$ cat src/rtl/frame_buffer_scheduler.sv
// Double-buffer ownership controller between the camera DDR writer and the HDMI DDR reader.
// Optional statistics counters are built only when FB_STATS_EN is defined.
module frame_buffer_scheduler #(
  parameter logic [31:0] BUF0_ADDR  = 32'h0100_0000,
  parameter logic [31:0] BUF1_ADDR  = 32'h0110_0000,
  parameter logic [22:0] WR_TIMEOUT = 23'd4_000_000
) (
  input  logic        clk_100Mhz,
  input  logic        rst_n,
  input  logic        cam_frame_start,
  input  logic        writer_done,
  input  logic        rd_frame_req,
  output logic        wr_frame_en,
  output logic        wr_abort,
  output logic        wr_buf_select,
  output logic [31:0] wr_base_addr,
  output logic [31:0] rd_base_addr,
  output logic        rd_frame_ack,
  output logic        rd_frame_valid,
  output logic [15:0] skip_cnt,
  output logic [15:0] repeat_cnt,
  output logic [7:0]  abort_cnt
);

  typedef enum logic [1:0] {W_IDLE, FILL, READY} state_t;

  state_t      state_q, state_d;
  logic        front_q, front_d;
  logic        has_front_q, has_front_d;
  logic [22:0] tmo_cnt_q, tmo_cnt_d;
  logic        wr_frame_en_q, wr_frame_en_d;
  logic        wr_abort_q, wr_abort_d;
  logic        rd_frame_ack_q, rd_frame_ack_d;
  logic [31:0] wr_base_addr_q, wr_base_addr_d;
  logic [31:0] rd_base_addr_q, rd_base_addr_d;

  logic sample;
  logic swap;
  logic tmo_hit;

  // A request is not re-sampled in the cycle its ack is being presented.
  assign sample  = rd_frame_req && !rd_frame_ack_q;
  assign swap    = sample && ((state_q == READY) || ((state_q == FILL) && writer_done));
  assign tmo_hit = (tmo_cnt_q == WR_TIMEOUT - 23'd1);

  // NOTE: every combinational output gets a default first so no latch is inferred.
  always_comb begin
    state_d        = state_q;
    front_d        = front_q;
    has_front_d    = has_front_q;
    tmo_cnt_d      = tmo_cnt_q;
    wr_frame_en_d  = wr_frame_en_q;
    wr_abort_d     = 1'b0;
    rd_frame_ack_d = sample;
    wr_base_addr_d = wr_base_addr_q;
    rd_base_addr_d = rd_base_addr_q;

    if (swap) begin
      front_d        = ~front_q;
      has_front_d    = 1'b1;
      rd_base_addr_d = front_q ? BUF0_ADDR : BUF1_ADDR;
      wr_base_addr_d = front_q ? BUF1_ADDR : BUF0_ADDR;
      // A camera frame arriving with the swap starts straight into the freed buffer.
      if (cam_frame_start) begin
        state_d       = FILL;
        wr_frame_en_d = 1'b1;
        tmo_cnt_d     = '0;
      end else begin
        state_d       = W_IDLE;
        wr_frame_en_d = 1'b0;
      end
    end else begin
      unique case (state_q)
        W_IDLE: begin
          if (cam_frame_start) begin
            state_d       = FILL;
            wr_frame_en_d = 1'b1;
            tmo_cnt_d     = '0;
          end
        end
        FILL: begin
          if (writer_done) begin
            state_d       = READY;
            wr_frame_en_d = 1'b0;
          end else if (tmo_hit) begin
            state_d       = W_IDLE;
            wr_frame_en_d = 1'b0;
            wr_abort_d    = 1'b1;
          end else begin
            tmo_cnt_d = tmo_cnt_q + 23'd1;
          end
        end
        READY: ;
        default: state_d = W_IDLE;
      endcase
    end
  end

  // NOTE: reset is synchronous here, so it lives inside the clocked branch; state uses <= only.
  always_ff @(posedge clk_100Mhz) begin
    if (!rst_n) begin
      state_q        <= W_IDLE;
      front_q        <= 1'b0;
      has_front_q    <= 1'b0;
      tmo_cnt_q      <= '0;
      wr_frame_en_q  <= 1'b0;
      wr_abort_q     <= 1'b0;
      rd_frame_ack_q <= 1'b0;
      wr_base_addr_q <= BUF1_ADDR;
      rd_base_addr_q <= BUF0_ADDR;
    end else begin
      state_q        <= state_d;
      front_q        <= front_d;
      has_front_q    <= has_front_d;
      tmo_cnt_q      <= tmo_cnt_d;
      wr_frame_en_q  <= wr_frame_en_d;
      wr_abort_q     <= wr_abort_d;
      rd_frame_ack_q <= rd_frame_ack_d;
      wr_base_addr_q <= wr_base_addr_d;
      rd_base_addr_q <= rd_base_addr_d;
    end
  end

  assign wr_frame_en    = wr_frame_en_q;
  assign wr_abort       = wr_abort_q;
  assign wr_buf_select  = front_q;
  assign wr_base_addr   = wr_base_addr_q;
  assign rd_base_addr   = rd_base_addr_q;
  assign rd_frame_ack   = rd_frame_ack_q;
  assign rd_frame_valid = has_front_q;

`ifdef FB_STATS_EN
  logic [15:0] skip_cnt_q, skip_cnt_d;
  logic [15:0] repeat_cnt_q, repeat_cnt_d;
  logic [7:0]  abort_cnt_q, abort_cnt_d;
  logic        skip_inc, repeat_inc, abort_inc;

  assign skip_inc   = (state_q == READY) && cam_frame_start && !swap;
  assign repeat_inc = sample && !swap && has_front_q;
  assign abort_inc  = (state_q == FILL) && !writer_done && tmo_hit;

  // Counters saturate rather than wrap.
  always_comb begin
    skip_cnt_d   = skip_cnt_q;
    repeat_cnt_d = repeat_cnt_q;
    abort_cnt_d  = abort_cnt_q;
    if (skip_inc && (skip_cnt_q != '1))     skip_cnt_d   = skip_cnt_q + 16'd1;
    if (repeat_inc && (repeat_cnt_q != '1)) repeat_cnt_d = repeat_cnt_q + 16'd1;
    if (abort_inc && (abort_cnt_q != '1))   abort_cnt_d  = abort_cnt_q + 8'd1;
  end

  always_ff @(posedge clk_100Mhz) begin
    if (!rst_n) begin
      skip_cnt_q   <= '0;
      repeat_cnt_q <= '0;
      abort_cnt_q  <= '0;
    end else begin
      skip_cnt_q   <= skip_cnt_d;
      repeat_cnt_q <= repeat_cnt_d;
      abort_cnt_q  <= abort_cnt_d;
    end
  end

  assign skip_cnt   = skip_cnt_q;
  assign repeat_cnt = repeat_cnt_q;
  assign abort_cnt  = abort_cnt_q;
`else
  assign skip_cnt   = '0;
  assign repeat_cnt = '0;
  assign abort_cnt  = '0;
`endif

endmodule

$ cat config.mk
export PLATFORM = sky130hd
export DESIGN_NAME = frame_buffer_scheduler
export DESIGN_NICKNAME = d
export VERILOG_FILES = /design/src/rtl/frame_buffer_scheduler.sv
export SDC_FILE = /design/constraint.sdc
export NUM_CORES = 1
export LEC_CHECK = 0
export ABC_AREA = 1
export BUFFER_PORTS_ARGS = -buffer_cell sky130_fd_sc_hd__buf_2
export CORE_ASPECT_RATIO = 1.25
export CORE_UTILIZATION = 45
export CTS_CLUSTER_DIAMETER = 40
export DETAILED_ROUTE_END_ITERATION = 8
export HOLD_SLACK_MARGIN = 0.03
export PLACE_DENSITY = 0.84
export SLEW_MARGIN = 20
export SYNTH_ARGS = -nofsm -noshare
export SYNTH_HDL_FRONTEND = slang
export SYNTH_SLANG_ARGS = --single-unit
$ cat constraint.sdc
create_clock -name clk_100Mhz -period 1.5 [get_ports clk_100Mhz]
set_input_delay 0.3 -clock clk_100Mhz [delete_from_list [all_inputs] [get_ports clk_100Mhz]]
set_output_delay 0.3 -clock clk_100Mhz [all_outputs]
set_load 0.02 [all_outputs]
# Yosys cells after proc, flatten, opt, wreduce, memory -nomap -nowiden
# Cells that the tools add are included.
# classes
addsub	1
eq_ne	8
muxes	20
bitwise_logic	3
reduce_logical	11
# ops
cell	count
two-way mux 23 bit	4
case mux 23 bit (2 select lines)	1
two-way mux 21 bit	2
adder 23 x 1 -> 23 bit, second input constant	1
equality test 23 x 22 -> 1 bit, second input constant	1
!= test 3 bit, second input constant	3
AND reduction 3 bit	3
two-way mux 2 bit	4
two-way mux 1 bit	7
case mux 2 bit (3 select lines)	1
!= test 4 bit, second input constant	1
OR reduction 4 bit	1
logical AND 1 bit	3
NOT 1 bit	3
nonzero test 3 bit	1
equality test 2 x 1 -> 1 bit, second input constant	1
equality test 2 bit, second input constant	1
logical NOT 2 bit	1
!= test 2 bit, second input constant	1
case mux 1 bit (2 select lines)	1
logical NOT 1 bit	1
logical OR 1 bit	1
# word_totals
elab_cells	52
reg_bits	94
out_inout_bits	109
inputBits	5

# Depth between registers and ports, before layout
# Gate-level depths: netlist (run 1).
# logic_depth
depth_word	6
depth_mapped	12
depth_no_buf	12

# Worst setup path before layout (run 1)
# No wires, ideal clock.
# synth_timing
path_type	register to register
from	reg tmo_cnt_q[0]
to	reg tmo_cnt_q[14]
setup_ns	0.114
arrival_ns	1.412
n_path_buf	0
setup_slack_ns	-0.025
required_ns	1.386
synth_period_minus_slack_ns	1.525
stages_incl_launch_ff	12
cell_sequence	dfxtp_1 -> ha_1 -> nand2_1 -> nor2_4 -> nand2_2 -> clkinv_2 -> nand2_4 -> nand2_8 -> inv_4 -> nand2_1 -> o21bai_1 -> nor2_1
# synth_between
elab_chain_len	5
word_cells_on_any_way	8
cone_classes	add/sub: 1; eq/ne: 2; mux: 4; reduce/logical: 1
# synth_lines
item	line	text
from (decl)	30	logic [22:0] tmo_cnt_q, tmo_cnt_d;
from (signal assigned)	115	tmo_cnt_q <= tmo_cnt_d;
adder 23 x 1 -> 23 bit	90	tmo_cnt_d = tmo_cnt_q + 23'd1;
two-way mux 23 bit	85	end else if (tmo_hit) begin
two-way mux 23 bit	82	if (writer_done) begin
case mux 23 bit (2 select lines)	73	unique case (state_q)
two-way mux 23 bit	58	if (swap) begin
# Parallel ways exist; a longest one is shown, timed or not. The select of a mux whose other input is x is not followed.
# A chain may end at the register's enable or synchronous reset.

# Worst setup path after layout (run 1)
# layout_timing
from	reg tmo_cnt_q[8]
to	reg tmo_cnt_q[16]
# Same word-level chain as after synthesis.

==> results of run 1 <==
==> cell families after synthesis <==
logic type	count (synthesis)	synth area share, %
flip-flops	31	22.1
adder cells (fa/ha/maj)	1	0.446
XOR/XNOR	1	0.312
other	2	0.267
buffers and inverters	145	33.5
AO/OA/AOI/OAI	36	7.40
AND/OR/NAND/NOR	209	36.0
==> cells in the mapped netlist (2+ instances only) <==
master and n:
buf_4 104, nand2_1 96, nor2_1 41, dfxtp_1 31
inv_1 31, nand3_1 28, a21oi_1 18, nand4_1 11
nand2_2 7, nor2_4 7, o21ai_0 7, inv_2 4
nand2_4 4, nand3_2 4, nor3_1 4, a21boi_1 3
clkbuf_1 3, o21bai_1 3, conb_1 2, inv_4 2
nor2_2 2
==> state kept, by name (all words and copies together), names as in the netlist <==
name,flops
tmo_cnt_q,23
state_q,2
rd_base_addr,1
rd_frame_ack,1
rd_frame_valid,1
wr_abort,1
wr_base_addr,1
wr_frame_en,1
==> worst max-delay path by stage <==
stage                                      end  depth (start not counted)                        from  slack [ns]
finish              tmo_cnt_q[16]$_SDFFE_PN0P_                         10   tmo_cnt_q[8]$_SDFFE_PN0P_       -0.16
global route        tmo_cnt_q[16]$_SDFFE_PN0P_                         10  tmo_cnt_q[10]$_SDFFE_PN0P_       -0.22
CTS                 tmo_cnt_q[20]$_SDFFE_PN0P_                         11   tmo_cnt_q[0]$_SDFFE_PN0P_       -0.03
detailed placement  tmo_cnt_q[14]$_SDFFE_PN0P_                         11   tmo_cnt_q[0]$_SDFFE_PN0P_        -0.1
global placement    tmo_cnt_q[13]$_SDFFE_PN0P_                          8   tmo_cnt_q[2]$_SDFFE_PN0P_       -0.11
floorplan           tmo_cnt_q[14]$_SDFFE_PN0P_                         11   tmo_cnt_q[0]$_SDFFE_PN0P_       0.009
==> critical path, delay by kind of cell, from the launching register on <==
kind | cells | cell delay [ns]
compound gates | 2 | 0.19
buf+inv | 2 | 0.20
flops | 1 | 0.34
simple gates | 6 | 0.82
==> power breakdown <==
| group | switching (mW) | leakage (nW) | internal (mW) |
|---|---|---|---|
| registers | 0.0159 | 0.260 | 0.834 |
| logic | 0.459 | 1.30 | 0.131 |
| clock network | 0.339 | 0.0515 | 0.418 |
| total | 0.814 | 1.61 | 1.38 |
==> metal layers <==
metal / routed length (µm) / share of wire, %
met1: 2720 / 36
met2: 3640 / 48
met3: 702 / 9.2
met4: 549 / 7.2
met5: 0 / 0
==> cell type report <==
| class | instances | area share, % |
|---|---|---|
| Tap cell | 82 | 3.03 |
| Clock buffer | 8 | 2.96 |
| Multi-Input combinational cell | 350 | 55.9 |
| Sequential cell | 31 | 19.3 |
| Timing Repair Buffer | 61 | 13.8 |
| Inverter | 38 | 4.96 |
==> metrics by stage <==
stage               power [mW]  hold WS [ns]  std cells
finish                    2.20         0.277        570
global route              2.29         0.302        570
CTS                       2.10         0.262        557
detailed placement        1.35         0.443        545
global placement          1.35         0.428        545
floorplan                 1.46         0.379        525
==> repair_timing <==
action                                  in CTS  in global routing
resized for setup                           26                 77
setup buffers                                3                 14
cloned                                       1                  0
pin swaps                                    6                 24
endpoints found under the setup margin      22                 26
==> flow_metrics.py, run 1 <==
metrics = {
    "status": {
        "status": "finished with violations",
        "violations": "negative setup slack",
    },
    "clock_network": {
        "hold_buffers": 0,
        "cts_root_buf": "clkbuf_8",
        "cts.sinks": 31,
        "insertion_delay_ns": 0.31,
        "cts_tree": "built",
        "clockBufferDepth": 2,
        "htree_num_levels": 2,
        "clkTransAtPathRegs_ns": 0.07,
        "cts_buffers": 5,
    },
    "sta": {
        "tns_ns": -2.09,
        "setup_violations": 25,
        "slew_headroom_pct": 64.6,
        "final-hold-violation-count": 0,
        "finalCritPeriodShare_pct": 111,
        "min_period_ns": 1.66,
        "rsz0062_at_grt": "true",
        "fin_ws_ns": -0.164,
        "fmax_mhz": 601,
        "skew_ns": 0.00890,
        "max_slew.worst_pin.slew_ns": 0.530,
        "drv_slew": 0,
    },
    "route": {
        "drtIter0Drc": 261,
        "avgViaCountPerCell": 4.92,
        "drc_errors": 0,
        "vias": 2802,
        "detailedRoute.firstPassIterationCount": 5,
        "wl_per_cell_um": 13.4,
        "routed_wl_mm": 7.61,
        "antenna_left": 0,
    },
    "floorplan": {
        "pin_count": 114,
        "initial_core_util_pct": 47.6,
        "die_w_um": 72.7,
        "die_h_um": 90.3,
        "rows": 31,
        "die_area_mm2": 0.00656,
        "core_mm2": 0.00590,
    },
    "hold_path": {
        "min_from": "rd_frame_req",
        "hold_path_depth": 3,
        "hold_class": "in2reg",
        "min_to": "rd_frame_ack$_SDFF_PN0_",
    },
    "layout": {
        "drive_gt1_share_pct": 35.0,
        "fin_area_mm2": 0.00338,
        "antenna_cells": 0,
        "post-route-util_pct": 57.4,
        "layout_common_cells": "conb_1, nand2_1, buf_4",
        "areaGrowthSynthToFinish_pct": 20.5,
        "final_nets": 493,
        "seq_area_um2": 653,
        "fillers": 478,
        "layout_commonest_cell": "conb_1",
        "multi_input_area_mm2": 0.00189,
    },
    "power_and_ir_drop": {
        "power_density_mw_per_mm2": 650,
        "ir_worst_vdd_mv": 0.906,
        "p_leak_nw": 1.61,
    },
    "critical_path": {
        "reg2reg_slack_ns": -0.16,
        "cp_max_fo": 8,
        "slowest_delay_ns": 0.34,
        "critPathSlowestCell": "dfxtp_2",
        "critPathLaunchType": "register",
        "r2r_start": "tmo_cnt_q[8]$_SDFFE_PN0P_",
        "worst_r2r_endpoint": "tmo_cnt_q[16]$_SDFFE_PN0P_",
        "r2r_cells": 10,
        "crit_arrival_ns": 1.87,
        "endpoint_kind": "register",
        "path_class": "reg2reg",
        "crit_chain": "inv_2 -> nand2_1 -> nor2_1 -> nand2_1 -> nor2_4 -> nand2_8 -> nand2_8 -> buf_4 -> o21ai_2 -> a21boi_2",
        "required_ns": 1.70,
    },
    "placement": {
        "pre_cts_slack_ns": -0.0962,
        "place_area_mm2": 0.00282,
        "port_buffers": 11,
        "routabilityCongestion": 0.938,
        "hpwl_mm": 4.66,
    },
    "global_route": {
        "grt_usage_pct": 20.1,
        "grt_start_max_net_pins": 16,
        "grt_pass1_wl_mm": 10.4,
        "grt_pass1_vias": 2327,
        "grt.met1_usage_pct": 22.2,
        "use_met2_pct": 34.9,
        "busiest_layer": "met2",
        "overflow": 0,
        "antenna_found_initial": 0,
        "met3_usage_pct": 3.46,
    },
    "synthesis": {
        "synthFlopType": "dfxtp_1",
        "synth_seq_cells": 31,
        "syn_avg_cell_area_um2": 6.61,
        "synth.distinct_cells": 34,
        "synth-seq-area-share_pct": 22.1,
        "synthTopCellsByArea": "buf_4, dfxtp_1, nand2_1",
        "syn_area_mm2": 0.00281,
        "synth_top_area_share_pct": 27.8,
        "yosys.area.top_type": "buf_4",
        "postSynthCellCount": 425,
        "ys_warn_count": 0,
        "synth-async-reset-ratio_pct": 0,
        "synth_edf_count": 0,
    },
    "run": {
        "cap_violations": 0,
    },
}
Note: power is estimated with default switching activity, not from simulation.
==> run 2, diff against run 1 <==
--- a/config.mk
+++ b/config.mk
@@ -6,13 +6,13 @@
 export NUM_CORES = 1
 export LEC_CHECK = 0
 export ABC_AREA = 1
-export BUFFER_PORTS_ARGS = -buffer_cell sky130_fd_sc_hd__buf_2
 export CORE_ASPECT_RATIO = 1.25
-export CORE_UTILIZATION = 45
+export CORE_UTILIZATION = 50
 export CTS_CLUSTER_DIAMETER = 40
 export DETAILED_ROUTE_END_ITERATION = 8
+export DONT_BUFFER_PORTS = 1
 export HOLD_SLACK_MARGIN = 0.03
-export PLACE_DENSITY = 0.84
+export PLACE_DENSITY = 0.74
 export SLEW_MARGIN = 20
 export SYNTH_ARGS = -nofsm -noshare
 export SYNTH_HDL_FRONTEND = slang
==> run 2 against run 1 <==
Effect of this change:
- the flow still finishes with violations (negative setup slack)
- register-to-register slack better by 0.16 ns
- routed wire length is 15% lower
- utilization is 1.6 points higher
- largest cell class unchanged
==> flow_metrics.py, run 2 (synthesized netlist as in run 1, its figures left out) <==
metrics = {
    "sta": {
        "rsz0062_at_grt": "true",
        "fmax_mhz": 666,
        "fin_hold_ws_ns": 0.0842,
        "min_period_ns": 1.50,
        "finalCritPeriodShare_pct": 100,
        "final-hold-violation-count": 0,
        "skew_ns": 0.00473,
        "setup_violations": 1,
        "fin_ws_ns": -0.00103,
        "tns_ns": -0.00103,
        "drv_slew": 0,
    },
    "power_and_ir_drop": {
        "p_switching_mw": 0.740,
        "clkPwrFrac_pct": 32.8,
        "total_power_mw": 2.05,
        "p_leak_nw": 1.52,
        "swShare_pct": 36.1,
        "ir_worst_vdd_mv": 0.627,
        "internal-power_mw": 1.31,
        "p_comb_share_pct": 25.0,
        "power_density_mw_per_mm2": 642,
        "power_frac_seq_pct": 42.2,
    },
    "global_route": {
        "grt_usage_pct": 20.8,
        "grt_pass1_vias": 2192,
        "grt_start_max_net_pins": 17,
        "grt.met1_usage_pct": 24.0,
        "busiest_layer": "met2",
        "grt_pass1_wl_mm": 9.90,
        "met3_usage_pct": 3.41,
        "overflow": 0,
        "antenna_found_initial": 0,
        "use_met2_pct": 36.4,
    },
    "critical_path": {
        "path_class": "reg2reg",
        "cp_max_fo": 4,
        "required_ns": 1.71,
        "crit_arrival_ns": 1.71,
        "critPathLaunchType": "register",
        "endpoint_kind": "register",
    },
    "clock_network": {
        "cts_buffers": 5,
        "clockBufferDepth": 2,
        "clkTransAtPathRegs_ns": 0.07,
        "cts.sinks": 31,
        "htree_num_levels": 2,
        "cts_tree": "built",
        "insertion_delay_ns": 0.29,
        "cts_root_buf": "clkbuf_8",
    },
    "placement": {
        "pre_cts_slack_ns": -0.104,
        "dp.cells": 522,
        "port_buffers": 0,
        "place_area_mm2": 0.00278,
        "hpwl_mm": 4.67,
        "routabilityCongestion": 0.907,
    },
    "route": {
        "avgViaCountPerCell": 4.67,
        "drtIter0Drc": 116,
        "detailedRoute.firstPassIterationCount": 4,
        "antenna_left": 0,
        "routed_wl_mm": 6.44,
        "drc_errors": 0,
        "wl_per_cell_um": 11.9,
        "vias": 2516,
    },
    "status": {
        "status": "finished with violations",
        "violations": "negative setup slack",
    },
    "layout": {
        "top_register": "tmo_cnt_q",
        "areaGrowthSynthToFinish_pct": 13.5,
        "reg_top3": "tmo_cnt_q x23, state_q x2",
        "post-route-util_pct": 59.0,
        "final_nets": 481,
        "largest_register_ff_count": 23,
        "layout_commonest_cell": "conb_1",
        "antenna_cells": 0,
        "fin_area_mm2": 0.00319,
        "drive_gt1_share_pct": 30.1,
        "layout_common_cells": "conb_1, nand2_1, buf_4",
        "final_cell_count_no_fill": 539,
    },
    "run": {
        "cap_violations": 0,
    },
    "floorplan": {
        "die_h_um": 85.8,
        "rows": 30,
        "die_w_um": 69.0,
        "pin_count": 114,
        "die_area_mm2": 0.00592,
        "initial_core_util_pct": 51.9,
        "core_mm2": 0.00541,
    },
    "hold_path": {
        "hold_class": "in2reg",
    },
}
## run 2: worst paths after layout
check,from,endpoint,slack (ns),cells after the start
setup / recovery,tmo_cnt_q[20]$_SDFFE_PN0P_,tmo_cnt_q[4]$_SDFFE_PN0P_,-0.001,9
hold / removal,rst_n,wr_base_addr[20]$_SDFFE_PN1P_,0.08,1
setup reg to reg,tmo_cnt_q[20]$_SDFFE_PN0P_,tmo_cnt_q[4]$_SDFFE_PN0P_,-0.001,9
hold reg to reg,state_q[0]$_SDFFE_PN0P_,state_q[1]$_SDFFE_PN0P_,0.53,2
## run 2: power by group through the flow
stage / registers, mW / logic, mW / clock network, mW
after detailed placement: 0.882 / 0.454 / 0
final: 0.864 / 0.512 / 0.672
after CTS: 0.865 / 0.473 / 0.690
after global routing: 0.866 / 0.548 / 0.720
after floorplan: 0.880 / 0.582 / 0
after global placement: 0.881 / 0.451 / 0
## run 2: metal layers
layer	wire [µm]	part of all wire, %
met5	0	0
met4	265	4.1
met3	387	6.0
met2	3230	50
met1	2550	40
## run 2: timing repair
item | 4_1_cts | 5_1_grt
hold buffers | 0 | 0
resized for setup | 28 | 54
endpoints found under the setup margin | 21 | 24
buffers inserted | 6 | 3
cloned | 0 | 1
pin swaps | 9 | 12
## run 2: final cells by class
type	instances	area (µm²)
fillers	493	2220
multi-input cells	350	1810
flip-flops and latches	31	652
repair buffers	49	388
inverters	38	170
clock buffers	6	82.6
well taps	64	80.1
clock inverters	1	5.00
## run 2: critical path: stages (launching register included)
cell and delay [ns]:
dfxtp_1 0.33, nand2_1 0.10, nor2_2 0.15, nand2_2 0.08
nor2_4 0.22, nand3_4 0.14, nand2_4 0.15, buf_12 0.12
nand2_1 0.04, a21oi_1 0.10
